==> config.mk <==
export PLATFORM = sky130hd
export DESIGN_NAME = pcs_rx_decode
export DESIGN_NICKNAME = d
export VERILOG_FILES = /design/src/rtl/pcs_rx_decode.sv
export SDC_FILE = /design/constraint.sdc
export NUM_CORES = 1
export LEC_CHECK = 0
export BUFFER_PORTS_ARGS = -buffer_cell sky130_fd_sc_hd__buf_2
export CELL_PAD_IN_SITES_DETAIL_PLACEMENT = 1
export CELL_PAD_IN_SITES_GLOBAL_PLACEMENT = 1
export CORE_ASPECT_RATIO = 1.5
export CORE_MARGIN = 1.5
export CORE_UTILIZATION = 39
export DETAILED_ROUTE_END_ITERATION = 8
export PLACE_DENSITY = 0.75
export SLEW_MARGIN = 20
export SYNTH_ARGS = -nofsm -noshare
export SYNTH_HDL_FRONTEND = slang
export SYNTH_SLANG_ARGS = --single-unit
==> constraint.sdc <==
create_clock -name i_Clk -period 4.9 [get_ports i_Clk]
set_input_delay 0.49 -clock i_Clk [delete_from_list [all_inputs] [get_ports i_Clk]]
set_output_delay 0.49 -clock i_Clk [all_outputs]
set_load 0.02 [all_outputs]
==> src/rtl/pcs_rx_decode.sv <==
// Receive PCS decoder: turns aligned, decoded code groups into GMII receive signals,
// captures /C/ configuration registers with ability match, and counts code violations.
module pcs_rx_decode #(
  parameter int unsigned P_MATCH_CNT = 3
) (
  input  logic        i_Clk,
  input  logic        i_ARst_L,
  input  logic        i_Cke,
  input  logic [7:0]  i8_RxCodeGroup,
  input  logic        i_RxCodeCtrl,
  input  logic        i_RxCodeInvalid,
  input  logic        i_RxEven,
  input  logic        i_SyncStatus,
  input  logic        i_ClrErrCnt,
  output logic [7:0]  o8_GmiiRxd,
  output logic        o_GmiiRxDv,
  output logic        o_GmiiRxEr,
  output logic [15:0] o16_RxConfigReg,
  output logic        o_RxConfigValid,
  output logic        o_AbilityMatch,
  output logic        o_RxConfigActive,
  output logic        o_RxIdle,
  output logic [15:0] o16_CodeErrCnt
);

  localparam logic [7:0] L_K28_5 = 8'hBC;
  localparam logic [7:0] L_S     = 8'hFB;
  localparam logic [7:0] L_T     = 8'hFD;
  localparam logic [7:0] L_R     = 8'hF7;
  localparam logic [7:0] L_C1    = 8'hB5;
  localparam logic [7:0] L_C2    = 8'h42;
  localparam logic [7:0] L_I1    = 8'hC5;
  localparam logic [7:0] L_I2    = 8'h50;

  typedef enum logic [3:0] {
    StLinkFailed, StWaitK, StRxK, StRxCb, StRxCc, StIdleD, StReceive, StExtend, StFalseCarrier
  } state_e;

  state_e      r_State;
  logic [7:0]  r_CfgLow;
  logic [2:0]  r_MatchCnt;

  logic        w_Data, w_Kv, w_EvenComma, w_IsS, w_IsT, w_IsR, w_IsCfg, w_IsIdle;
  logic [15:0] w_Commit;
  logic [2:0]  w_MatchNext;

  assign w_Data      = !i_RxCodeInvalid && !i_RxCodeCtrl;
  assign w_Kv        = !i_RxCodeInvalid && i_RxCodeCtrl;
  assign w_EvenComma = w_Kv && (i8_RxCodeGroup == L_K28_5) && i_RxEven;
  assign w_IsS       = w_Kv && (i8_RxCodeGroup == L_S);
  assign w_IsT       = w_Kv && (i8_RxCodeGroup == L_T);
  assign w_IsR       = w_Kv && (i8_RxCodeGroup == L_R);
  assign w_IsCfg     = w_Data && ((i8_RxCodeGroup == L_C1) || (i8_RxCodeGroup == L_C2));
  assign w_IsIdle    = w_Data && ((i8_RxCodeGroup == L_I1) || (i8_RxCodeGroup == L_I2));
  assign w_Commit    = {i8_RxCodeGroup, r_CfgLow};

  // Run length of identical commits, restarting at 1 whenever the value changes.
  assign w_MatchNext = (w_Commit != o16_RxConfigReg) ? 3'd1 :
                       (r_MatchCnt == 3'd7)          ? 3'd7 : r_MatchCnt + 3'd1;

  always_ff @(posedge i_Clk or negedge i_ARst_L) begin
    if (!i_ARst_L) begin
      r_State          <= StLinkFailed;
      r_CfgLow         <= 8'h00;
      r_MatchCnt       <= 3'd0;
      o8_GmiiRxd       <= 8'h00;
      o_GmiiRxDv       <= 1'b0;
      o_GmiiRxEr       <= 1'b0;
      o16_RxConfigReg  <= 16'h0000;
      o_RxConfigValid  <= 1'b0;
      o_AbilityMatch   <= 1'b0;
      o_RxConfigActive <= 1'b0;
      o_RxIdle         <= 1'b0;
    end else if (i_Cke) begin
      o8_GmiiRxd      <= 8'h00;
      o_GmiiRxDv      <= 1'b0;
      o_GmiiRxEr      <= 1'b0;
      o_RxConfigValid <= 1'b0;
      if (!i_SyncStatus) begin
        // Losing sync mid-frame flags the truncated frame with a single error cycle.
        o_GmiiRxEr       <= (r_State == StReceive);
        r_State          <= StLinkFailed;
        r_MatchCnt       <= 3'd0;
        o_AbilityMatch   <= 1'b0;
        o_RxConfigActive <= 1'b0;
        o_RxIdle         <= 1'b0;
      end else begin
        case (r_State)
          StLinkFailed: r_State <= StWaitK;
          StWaitK: if (w_EvenComma) r_State <= StRxK;
          StRxK: begin
            if (w_IsCfg) begin
              r_State          <= StRxCb;
              o_RxConfigActive <= 1'b1;
              o_RxIdle         <= 1'b0;
            end else if (w_IsIdle) begin
              r_State          <= StIdleD;
              o_RxIdle         <= 1'b1;
              o_RxConfigActive <= 1'b0;
              r_MatchCnt       <= 3'd0;
              o_AbilityMatch   <= 1'b0;
            end else begin
              r_State <= StWaitK;
            end
          end
          StRxCb: begin
            if (w_Data) begin
              r_CfgLow <= i8_RxCodeGroup;
              r_State  <= StRxCc;
            end else begin
              r_State <= StWaitK;
            end
          end
          StRxCc: begin
            if (w_Data) begin
              o16_RxConfigReg <= w_Commit;
              o_RxConfigValid <= 1'b1;
              r_MatchCnt      <= w_MatchNext;
              o_AbilityMatch  <= ({29'd0, w_MatchNext} >= P_MATCH_CNT);
            end
            r_State <= StWaitK;
          end
          StIdleD: begin
            if (w_EvenComma) begin
              r_State <= StRxK;
            end else if (w_IsS) begin
              r_State    <= StReceive;
              o_GmiiRxDv <= 1'b1;
              o8_GmiiRxd <= 8'h55;
            end else begin
              r_State    <= StFalseCarrier;
              o_GmiiRxEr <= 1'b1;
              o8_GmiiRxd <= 8'h0E;
            end
          end
          StReceive: begin
            if (w_Data) begin
              o_GmiiRxDv <= 1'b1;
              o8_GmiiRxd <= i8_RxCodeGroup;
            end else if (w_IsT) begin
              r_State <= StExtend;
            end else if (w_EvenComma) begin
              r_State    <= StRxK;
              o_GmiiRxDv <= 1'b1;
              o_GmiiRxEr <= 1'b1;
            end else begin
              o_GmiiRxDv <= 1'b1;
              o_GmiiRxEr <= 1'b1;
              o8_GmiiRxd <= i8_RxCodeGroup;
            end
          end
          StExtend: begin
            if (w_IsR) begin
              o_GmiiRxEr <= 1'b1;
              o8_GmiiRxd <= 8'h0F;
            end else if (w_EvenComma) begin
              r_State <= StRxK;
            end else if (w_IsS) begin
              r_State    <= StReceive;
              o_GmiiRxDv <= 1'b1;
              o8_GmiiRxd <= 8'h55;
            end else begin
              r_State    <= StWaitK;
              o_GmiiRxEr <= 1'b1;
              o8_GmiiRxd <= 8'h1F;
            end
          end
          StFalseCarrier: begin
            if (w_EvenComma) begin
              r_State <= StRxK;
            end else begin
              o_GmiiRxEr <= 1'b1;
              o8_GmiiRxd <= 8'h0E;
            end
          end
          default: r_State <= StLinkFailed;
        endcase
      end
    end
  end

  // Clear bypasses the clock enable so software can reset the count at any time.
  always_ff @(posedge i_Clk or negedge i_ARst_L) begin
    if (!i_ARst_L) begin
      o16_CodeErrCnt <= 16'h0000;
    end else if (i_ClrErrCnt) begin
      o16_CodeErrCnt <= 16'h0000;
    end else if (i_Cke && i_RxCodeInvalid && i_SyncStatus && (o16_CodeErrCnt != 16'hFFFF)) begin
      o16_CodeErrCnt <= o16_CodeErrCnt + 16'd1;
    end
  end

endmodule

### Word level (Yosys, flattened, before mapping)

Cells that the tools add are included.

* flip-flop bits (word level): 61
* input bits: 16
* output and inout port bits: 46
* word-level logic and storage cells: 129

* add/sub/neg operators: 2
* $lt $le $gt $ge: 1
* eq/ne operators: 27
* multiplexer cells: 62
* reduce and logical (&&, ||, !) cells: 25

Operator list (count)
* $eq 8x8->1 const B: 6
* $mux 7: 5
* $mux 3: 11
* $mux 16: 2
* $mux 4: 8
* $mux 8: 4
* $pmux 8 s4: 1
* $pmux 4 s7: 1
* $mux 1: 26
* $add 16x1->16 const B: 1
* $eq 4x3->1 const B: 4
* $eq 8x7->1 const B: 2
* $ne 16x16->1: 1
* $ne 16x16->1 const B: 1
* $ne 3x3->1 const B: 5
* $logic_and 1x1->1: 12
* $eq 4x2->1 const B: 2
* $reduce_and 4->1: 2
* $ne 3x1->1 const B: 2
* $pmux 3 s2: 1
* $reduce_and 3->1: 2
* $reduce_and 5->1: 1
* $eq 4x1->1 const B: 1
* $eq 4x4->1 const B: 1
* 12 further kinds: 15

### Longest topological paths before layout

Gate-level depths: netlist of run 1.

* depth in word-level cells: 9
* depth in mapped cells: 7
* gate-level depth less buffers: 6

### Worst setup path after synthesis of run 1

No wires, ideal clock.

* kind: in2reg
* start point: input port i8_RxCodeGroup[0]
* end point: register r_MatchCnt[0]
* setup time: 74 ps
* data arrival time: 2078 ps
* required time: 4826 ps
* path slack: 2748 ps
* cell stages on the path: 6
* buffers on the path: 1
* path through: buf_4 or4b_4 a2111oi_4 o21ai_2 a311o_1 o21ai_2

* cells in the longest elaborated chain, start to end: 5
* elaborated cells on any way between the ends: 16
* classes of those cells: eq/ne: 7; mux: 4; reduce/logical: 5

RTL lines
* start, declared: line 9 `input logic [7:0] i8_RxCodeGroup,`
* $ne 16x16->1 (tied with other cells): line 58 `assign w_MatchNext = (w_Commit != o16_RxConfigReg) ? 3'd1 :`
* $mux 3 (tied with other cells): line 58
* $mux 3 (tied with other cells): line 115 `if (w_Data) begin`
* $pmux 3 s2 / $ne 3x3->1 (equally long branches)
* $mux 3 / $reduce_and 5->1 (equally long branches)
* end signal, assigned: line 118 `r_MatchCnt <= w_MatchNext;`
* end, declared: line 41 `logic [2:0] r_MatchCnt;`

Several ways; a longest one is shown, not always the timed one. The select of a mux whose other input is x is not followed.
A chain may end at the register's enable or synchronous reset.

### Worst setup path in the final report of run 1

* start point: register r_State[1]
* end point: register o16_RxConfigReg[4]

* cells in the longest elaborated chain, start to end: 2

RTL lines
* start, declared: line 39 `state_e r_State;`
* start signal, assigned: line 63 `r_State <= StLinkFailed;`
* start signal, assigned: line 82 `r_State <= StLinkFailed;`
* start signal, assigned: line 89 `StLinkFailed: r_State <= StWaitK;`
* $eq 4x3->1: line 88 `case (r_State)`
* $reduce_and 4->1 (no source line)
* end signal, assigned: line 116 `o16_RxConfigReg <= w_Commit;`
* end, declared: line 18 `output logic [15:0] o16_RxConfigReg,`

Every way passes these cells.

==> flow_metrics.py, run 1 <==
metrics = {
    "worst_hold_path": {
        "hp-class": "input port to async pin",
    },
    "floorplanning": {
        "io_pins": 62,
        "start_util_pct": 40.2,
        "coreArea_mm2": 0.00841,
        "die_x_um": 79.1,
        "die_y_um": 117,
        "dieArea_mm2": 0.00926,
        "rows": 41,
    },
    "logic_synthesis": {
        "yosysUniqueCellTypes": 56,
        "yosysSeqAreaShare_pct": 45.1,
        "syn-cell-area_mm2": 0.00339,
        "async_flop_share_pct": 100,
        "ys.warnings.count": 0,
        "yosys_register_bits": 61,
        "synthFlopType": "dfrtp_1",
        "netlist_instances": 334,
        "avgSynthCellArea_um2": 10.1,
        "synth_nets": 352,
        "synth-edff-count": 0,
    },
    "timing": {
        "max_slew_margin_pct": 38.9,
        "fin_tns_setup_ns": 0,
        "slew_violations": 0,
        "final.min_clock_period_ns": 2.44,
        "finalHoldViolCount": 0,
        "rsz0062_at_grt": "false",
        "fin_worst_skew_ns": 0.00575,
        "tightest_slew_ns": 0.914,
        "fin_crit_sh_pct": 49.8,
        "fmaxAchievable_mhz": 410,
        "setup_violations": 0,
    },
    "route": {
        "drc": 0,
        "avgRoutedWirePerCell_um": 18.9,
        "viasPerCell": 5.71,
        "routed_wl_um": 9380,
        "vias": 2838,
        "ant_nets": 0,
        "dr.pass1.iters": 4,
        "met2RoutedLength_um": 4920,
        "top_layer": "met4",
        "drt_first_iter_violations": 118,
        "met3_length_um": 363,
        "drt-met1-wl_um": 3800,
    },
    "setup_path": {
        "slowest_delay_ns": 0.79,
        "crit_fanout": 17,
        "critPathArrivalTime_ns": 2.66,
        "criticalPathCategory": "flip-flop to flip-flop",
        "required_ns": 5.12,
        "cp_cell_sequence": "nor2_1 > nand4_1 > mux2_2",
        "cp-start-kind": "flip-flop",
        "cp_top_family": "simple AND/OR/NAND/NOR gates",
        "path_buf_inv": 0,
        "cp_slowest_cell": "nand4_1",
        "endpoint_kind": "flip-flop",
    },
    "clocking": {
        "numCtsBuffers": 9,
        "cts.sinks": 61,
        "cts_buffer_depth": 2,
        "cts_tree": "built",
        "root_buffer": "clkbuf_16",
        "clk_pin_slew_ns": 0.05,
        "postCtsSetupRepairBufs": 0,
        "clk_latency_ns": 0.34,
        "htree_levels": 3,
        "cts_resized": 0,
        "cts-hold-fix-buffers": 0,
    },
    "power": {
        "p_clk_share_pct": 52.0,
        "ir_drop_mv": 0.247,
        "power_mw": 1.23,
        "leakagePower_nw": 1.88,
        "p_int_mw": 0.949,
        "sequentialPowerShare_pct": 41.9,
        "power_switching_mw": 0.283,
        "sw_frac_of_total_pct": 23.0,
        "power_density_mw_per_mm2": 305,
        "combinationalPowerShare_pct": 6.1,
    },
    "placed_design": {
        "port-buffer-count": 61,
        "gp_congestion": 0.859,
        "post-dp-hpwl_um": 6670,
    },
    "grt": {
        "grt_pass1_vias": 3008,
        "grt_overflow_total": 0,
        "grt_pass1_wl_um": 15300,
        "gr-usage-all-layers_pct": 21.8,
        "grt_max_degree": 62,
        "antenna_found_initial": 0,
    },
    "run_status": {
        "status": "completed",
    },
    "final_layout": {
        "diodes": 0,
        "syn_to_final_growth_pct": 19.3,
        "final_nets": 404,
        "final_cell_mix": "61 x buf_2, 61 x dfrtp_1, 29 x nor2_1, 22 x mux2_2, 18 x xnor2_1",
        "nFillCells": 983,
        "drive_gt1_share_pct": 27.7,
    },
    "run": {
        "maxCapViolCount": 0,
    },
}
-- path summary, 6_finish.rpt --
kind                                                 start                               to  slack [ns]  cells past startpoint
worst max-delay path                r_State[1]$_DFFE_PN0P_   o16_RxConfigReg[4]$_DFFE_PN0P_        2.46                      3
worst min-delay path                              i_ARst_L  o16_RxConfigReg[15]$_DFFE_PN0P_        0.31                      2
worst max register to register      r_State[1]$_DFFE_PN0P_   o16_RxConfigReg[4]$_DFFE_PN0P_        2.46                      3
worst min register to register  o_AbilityMatch$_DFFE_PN0P_       o_AbilityMatch$_DFFE_PN0P_        0.47                      2
max in group asynchronous                         i_ARst_L           r_State[2]$_DFFE_PN0P_        4.06                      2
min in group i_Clk              o_AbilityMatch$_DFFE_PN0P_       o_AbilityMatch$_DFFE_PN0P_        0.47                      2
-- metal layers --
metal,GRT usage (%),up-vias
met2,37.9,55
met5,0,-
met4,11.7,0
met3,6.28,24
met1,23.9,1433
li1,-,1326
-- power by group through the flow --
| stage | logic [mW] | registers [mW] | clock network [mW] |
|---|---|---|---|
| final | 0.0753 | 0.516 | 0.641 |
| after floorplan | 0.0444 | 0.525 | 0 |
| after CTS | 0.0768 | 0.516 | 0.652 |
| after global placement | 0.0747 | 0.524 | 0 |
| after detailed placement | 0.0761 | 0.524 | 0 |
| after global routing | 0.0835 | 0.516 | 0.669 |
-- kinds of logic (layout without fill, tap and decap cells) --
| kind of cell | after synthesis | in the layout | share of synthesized area, % |
|---|---|---|---|
| AND/OR/NAND/NOR | 122 | 122 | 20.9 |
| AO/OA/AOI/OAI | 62 | 62 | 13.0 |
| flip-flops | 61 | 61 | 45.1 |
| XOR/XNOR | 31 | 31 | 8.02 |
| buffers and inverters | 31 | 87 | 3.92 |
| multiplexers | 25 | 25 | 8.28 |
| adder cells (fa/ha/maj) | 2 | 2 | 0.739 |
-- cell type report --
cell class | instances | area, um^2 | share of cell area (%)
multi-input combinational | 242 | 1730 | 42.8
sequential | 61 | 1530 | 37.8
timing repair buffer | 62 | 313 | 7.75
clock buffer | 11 | 253 | 6.26
tap | 107 | 134 | 3.32
clock inverter | 4 | 47.5 | 1.18
inverter | 10 | 37.5 | 0.930
-- per-stage QoR --
step / hold slack [ns] / worst slack (ns) / area, um^2 / cells / util (%)
after CTS: 0.354 / 2.44 / 4040 / 497 / 48.0
after floorplan: 0.194 / 2.75 / 3390 / 334 / -
final: 0.309 / 2.46 / 4040 / 497 / 48.0
after global placement: 0.459 / 2.45 / 3740 / 482 / 44.4
after global routing: 0.381 / 2.27 / 4040 / 497 / 48.0
after detailed placement: 0.472 / 2.43 / 3740 / 482 / 44.4
-- synthesized netlist by cell type (2+ instances only) --
master     instances  area [um^2]
dfrtp_1           61         1530
nor2_1            29          109
mux2_2            22          248
xnor2_1           18          158
nand4_1           17          106
a21oi_1           16         80.1
clkbuf_1          14         52.6
nand2_1           13         48.8
xor2_1            13          114
inv_1             10         37.5
o21ai_0           10         50.1
nand3_1            9         45.0
and3_1             6         37.5
nor3_1             6         30.0
a211oi_1           5         37.5
nand2b_1           5         31.3
nand4b_1           5         43.8
nor4_1             5         31.3
o31ai_1            5         37.5
buf_2              4         20.0
o2bb2ai_1          4         35.0
and2_1             3         18.8
nand3b_1           3         22.5
nor4b_1            3         26.3
o21ai_1            3         15.0
o22ai_1            3         18.8
or4_1              3         22.5
a22o_1             2         17.5
a32o_1             2         20.0
and4_1             2         17.5
ha_1               2         25.0
mux2_1             2         22.5
nor2b_1            2         12.5
o21ai_2            2         17.5
or2_2              2         12.5
or3b_1             2         17.5
or4b_4             2         27.5
-- sequential cells by signal, indices dropped and copies added, names as in the netlist --
signal	count
o16_CodeErrCnt	16
o16_RxConfigReg	16
o8_GmiiRxd	8
o_AbilityMatch	1
o_GmiiRxDv	1
o_GmiiRxEr	1
o_RxConfigActive	1
o_RxConfigValid	1
o_RxIdle	1
r_CfgLow	8
r_MatchCnt	3
r_State	4
Note: power is estimated with default switching activity, not from simulation.
==> run 2: changes to the inputs <==
==> constraint.sdc (replaced) <==
create_clock -name i_Clk -period 2.31 [get_ports i_Clk]
set_input_delay 0.231 -clock i_Clk [delete_from_list [all_inputs] [get_ports i_Clk]]
set_output_delay 0.231 -clock i_Clk [all_outputs]
set_load 0.02 [all_outputs]
==> run 2 against run 1 <==
  * Core utilization grew 1.7 points
  * Critical path depth increased by 3
  * Global-route usage increased by 0.86 points
  * Critical endpoint is now r_MatchCnt[2]$_DFFE_PN0P_
  * Clock power grew 120%
  * Flip-flop and latch count did not move
  * Routed wire length grew 3.5%
  * Sequential share of layout area fell by 1.3 points
  * Register-to-register slack got worse by 2.2 ns
  * Final cell count is 3.0% higher
  * Die area stayed put
==> flow_metrics.py, run 2 (synthesis results as in run 1) <==
metrics = {
    "run_status": {
        "status": "completed",
    },
    "run": {
        "maxCapViolCount": 0,
    },
    "power": {
        "power_density_mw_per_mm2": 648,
        "combinationalPowerShare_pct": 6.6,
        "p_clk_share_pct": 53.1,
        "power_switching_mw": 0.605,
        "ir_drop_mv": 0.382,
        "sw_frac_of_total_pct": 22.3,
        "p_int_mw": 2.10,
        "sequentialPowerShare_pct": 40.3,
        "leakagePower_nw": 1.96,
    },
    "setup_path": {
        "critPathArrivalTime_ns": 2.33,
        "cp_top_family": "compound AO/OA/AOI/OAI gates",
        "criticalPathCategory": "flip-flop to flip-flop",
        "cp_slowest_cell": "or4_1",
        "path_common_cell": "a21oi_1",
        "required_ns": 2.57,
        "worst_r2r_path_depth": 6,
        "r2r_slack_ns": 0.24,
        "crit_cells": 6,
        "cp-start-kind": "flip-flop",
        "slowest_delay_ns": 0.54,
        "path_buf_inv": 1,
        "critPathCapture": "r_MatchCnt[2]$_DFFE_PN0P_",
        "endpoint_kind": "flip-flop",
        "r2r-start": "r_State[3]$_DFFE_PN0P_",
        "crit_fanout": 15,
        "r2r-end": "r_MatchCnt[2]$_DFFE_PN0P_",
        "critPathLaunch": "r_State[3]$_DFFE_PN0P_",
        "cp_cell_sequence": "or4_1 > a2111oi_4 > buf_4 > o21a_1 > a21oi_1 > a21oi_1",
    },
    "route": {
        "drt_first_iter_violations": 177,
        "avgRoutedWirePerCell_um": 19.0,
        "routed_wl_um": 9710,
        "viasPerCell": 5.79,
        "vias": 2962,
        "ant_nets": 0,
        "dr.pass1.iters": 4,
        "drc": 0,
    },
    "timing": {
        "fmaxAchievable_mhz": 483,
        "tightest_slew_ns": 0.678,
        "fin_crit_sh_pct": 89.6,
        "fin_worst_skew_ns": 0.00515,
        "rsz0062_at_grt": "false",
        "finalHoldViolCount": 0,
        "slew_violations": 0,
        "final.min_clock_period_ns": 2.07,
        "fin_tns_setup_ns": 0,
        "setup_violations": 0,
        "max_slew_margin_pct": 54.4,
    },
    "floorplanning": {
        "dieArea_mm2": 0.00926,
        "coreArea_mm2": 0.00841,
        "die_y_um": 117,
        "start_util_pct": 40.2,
        "die_x_um": 79.1,
        "rows": 41,
        "io_pins": 62,
    },
    "clocking": {
        "htree_levels": 3,
        "clk_pin_slew_ns": 0.06,
        "postCtsSetupRepairBufs": 0,
        "cts_tree": "built",
        "cts_resized": 0,
        "numCtsBuffers": 9,
        "root_buffer": "clkbuf_16",
        "clk_latency_ns": 0.33,
        "cts.sinks": 61,
        "cts-hold-fix-buffers": 1,
        "cts_buffer_depth": 2,
    },
    "grt": {
        "antenna_found_initial": 0,
        "grt_overflow_total": 0,
        "gr-usage-all-layers_pct": 22.7,
        "grt_pass1_wl_um": 16000,
        "grt_pass1_vias": 3149,
        "grt_max_degree": 62,
    },
    "final_layout": {
        "drive_gt1_share_pct": 29.9,
        "utilization_pct": 49.7,
        "reg.largest.list": "o16_CodeErrCnt: 16 flops, o16_RxConfigReg: 16 flops",
        "regArea_mm2": 0.00153,
        "multi_input_area_mm2": 0.00173,
        "final_cell_mix": "61 x buf_2, 61 x dfrtp_1, 29 x nor2_1, 22 x mux2_2, 18 x xnor2_1",
        "final_nets": 419,
        "fin_area_mm2": 0.00418,
        "syn_to_final_growth_pct": 23.5,
        "nFillCells": 977,
        "diodes": 0,
    },
    "placed_design": {
        "port-buffer-count": 61,
        "post-dp-hpwl_um": 6870,
        "gp_congestion": 0.869,
        "dpl_cell_area_mm2": 0.00385,
    },
    "worst_hold_path": {
        "hp-class": "input port to flip-flop",
    },
}
run 2: metal layers:
layer	up-vias	GRT usage, %	wire, um
li1	1361	-	-
met1	1502	26.0	3780
met2	72	39.7	5220
met3	27	4.11	332
met4	0	12.5	377
met5	-	0	0
run 2: worst min path at each step:
stage	startpoint	cells past startpoint	end	slack [ns]
after floorplan	i_ARst_L	0	o16_CodeErrCnt[0]$_DFFE_PN0P_	-0.06
after global placement	i_ARst_L	2	o16_RxConfigReg[3]$_DFFE_PN0P_	0.26
after detailed placement	i_ARst_L	2	o16_RxConfigReg[3]$_DFFE_PN0P_	0.27
after CTS	i8_RxCodeGroup[7]	2	r_CfgLow[7]$_DFFE_PN0P_	0.22
after global routing	i8_RxCodeGroup[7]	2	r_CfgLow[7]$_DFFE_PN0P_	0.23
final	i8_RxCodeGroup[7]	2	r_CfgLow[7]$_DFFE_PN0P_	0.22
run 2: layout make-up:
cell class	instances	share of cell area, %
Multi-Input combinational cell	242	41.3
Timing Repair Buffer	77	10.5
Sequential cell	61	36.5
Clock inverter	4	1.74
Tap cell	107	3.20
Clock buffer	11	5.81
Inverter	10	0.898
run 2: power groups by stage:
| stage | Combinational, mW | Sequential [mW] | Clock [mW] |
|---|---|---|---|
| floorplan | 0.0942 | 1.11 | 0 |
| global placement | 0.176 | 1.11 | 0 |
| detailed placement | 0.179 | 1.11 | 0 |
| CTS | 0.184 | 1.09 | 1.47 |
| global route | 0.199 | 1.09 | 1.50 |
| finish | 0.180 | 1.09 | 1.44 |
run 2: through the flow:
step	hold WS [ns]	instances	setup WS (ns)	total power, mW
after floorplan	-0.0646	334	0.324	1.21
after global placement	0.264	496	0.301	1.28
after detailed placement	0.274	496	0.286	1.29
after CTS	0.221	512	0.242	2.74
after global routing	0.231	512	0.122	2.79
final	0.221	512	0.240	2.71
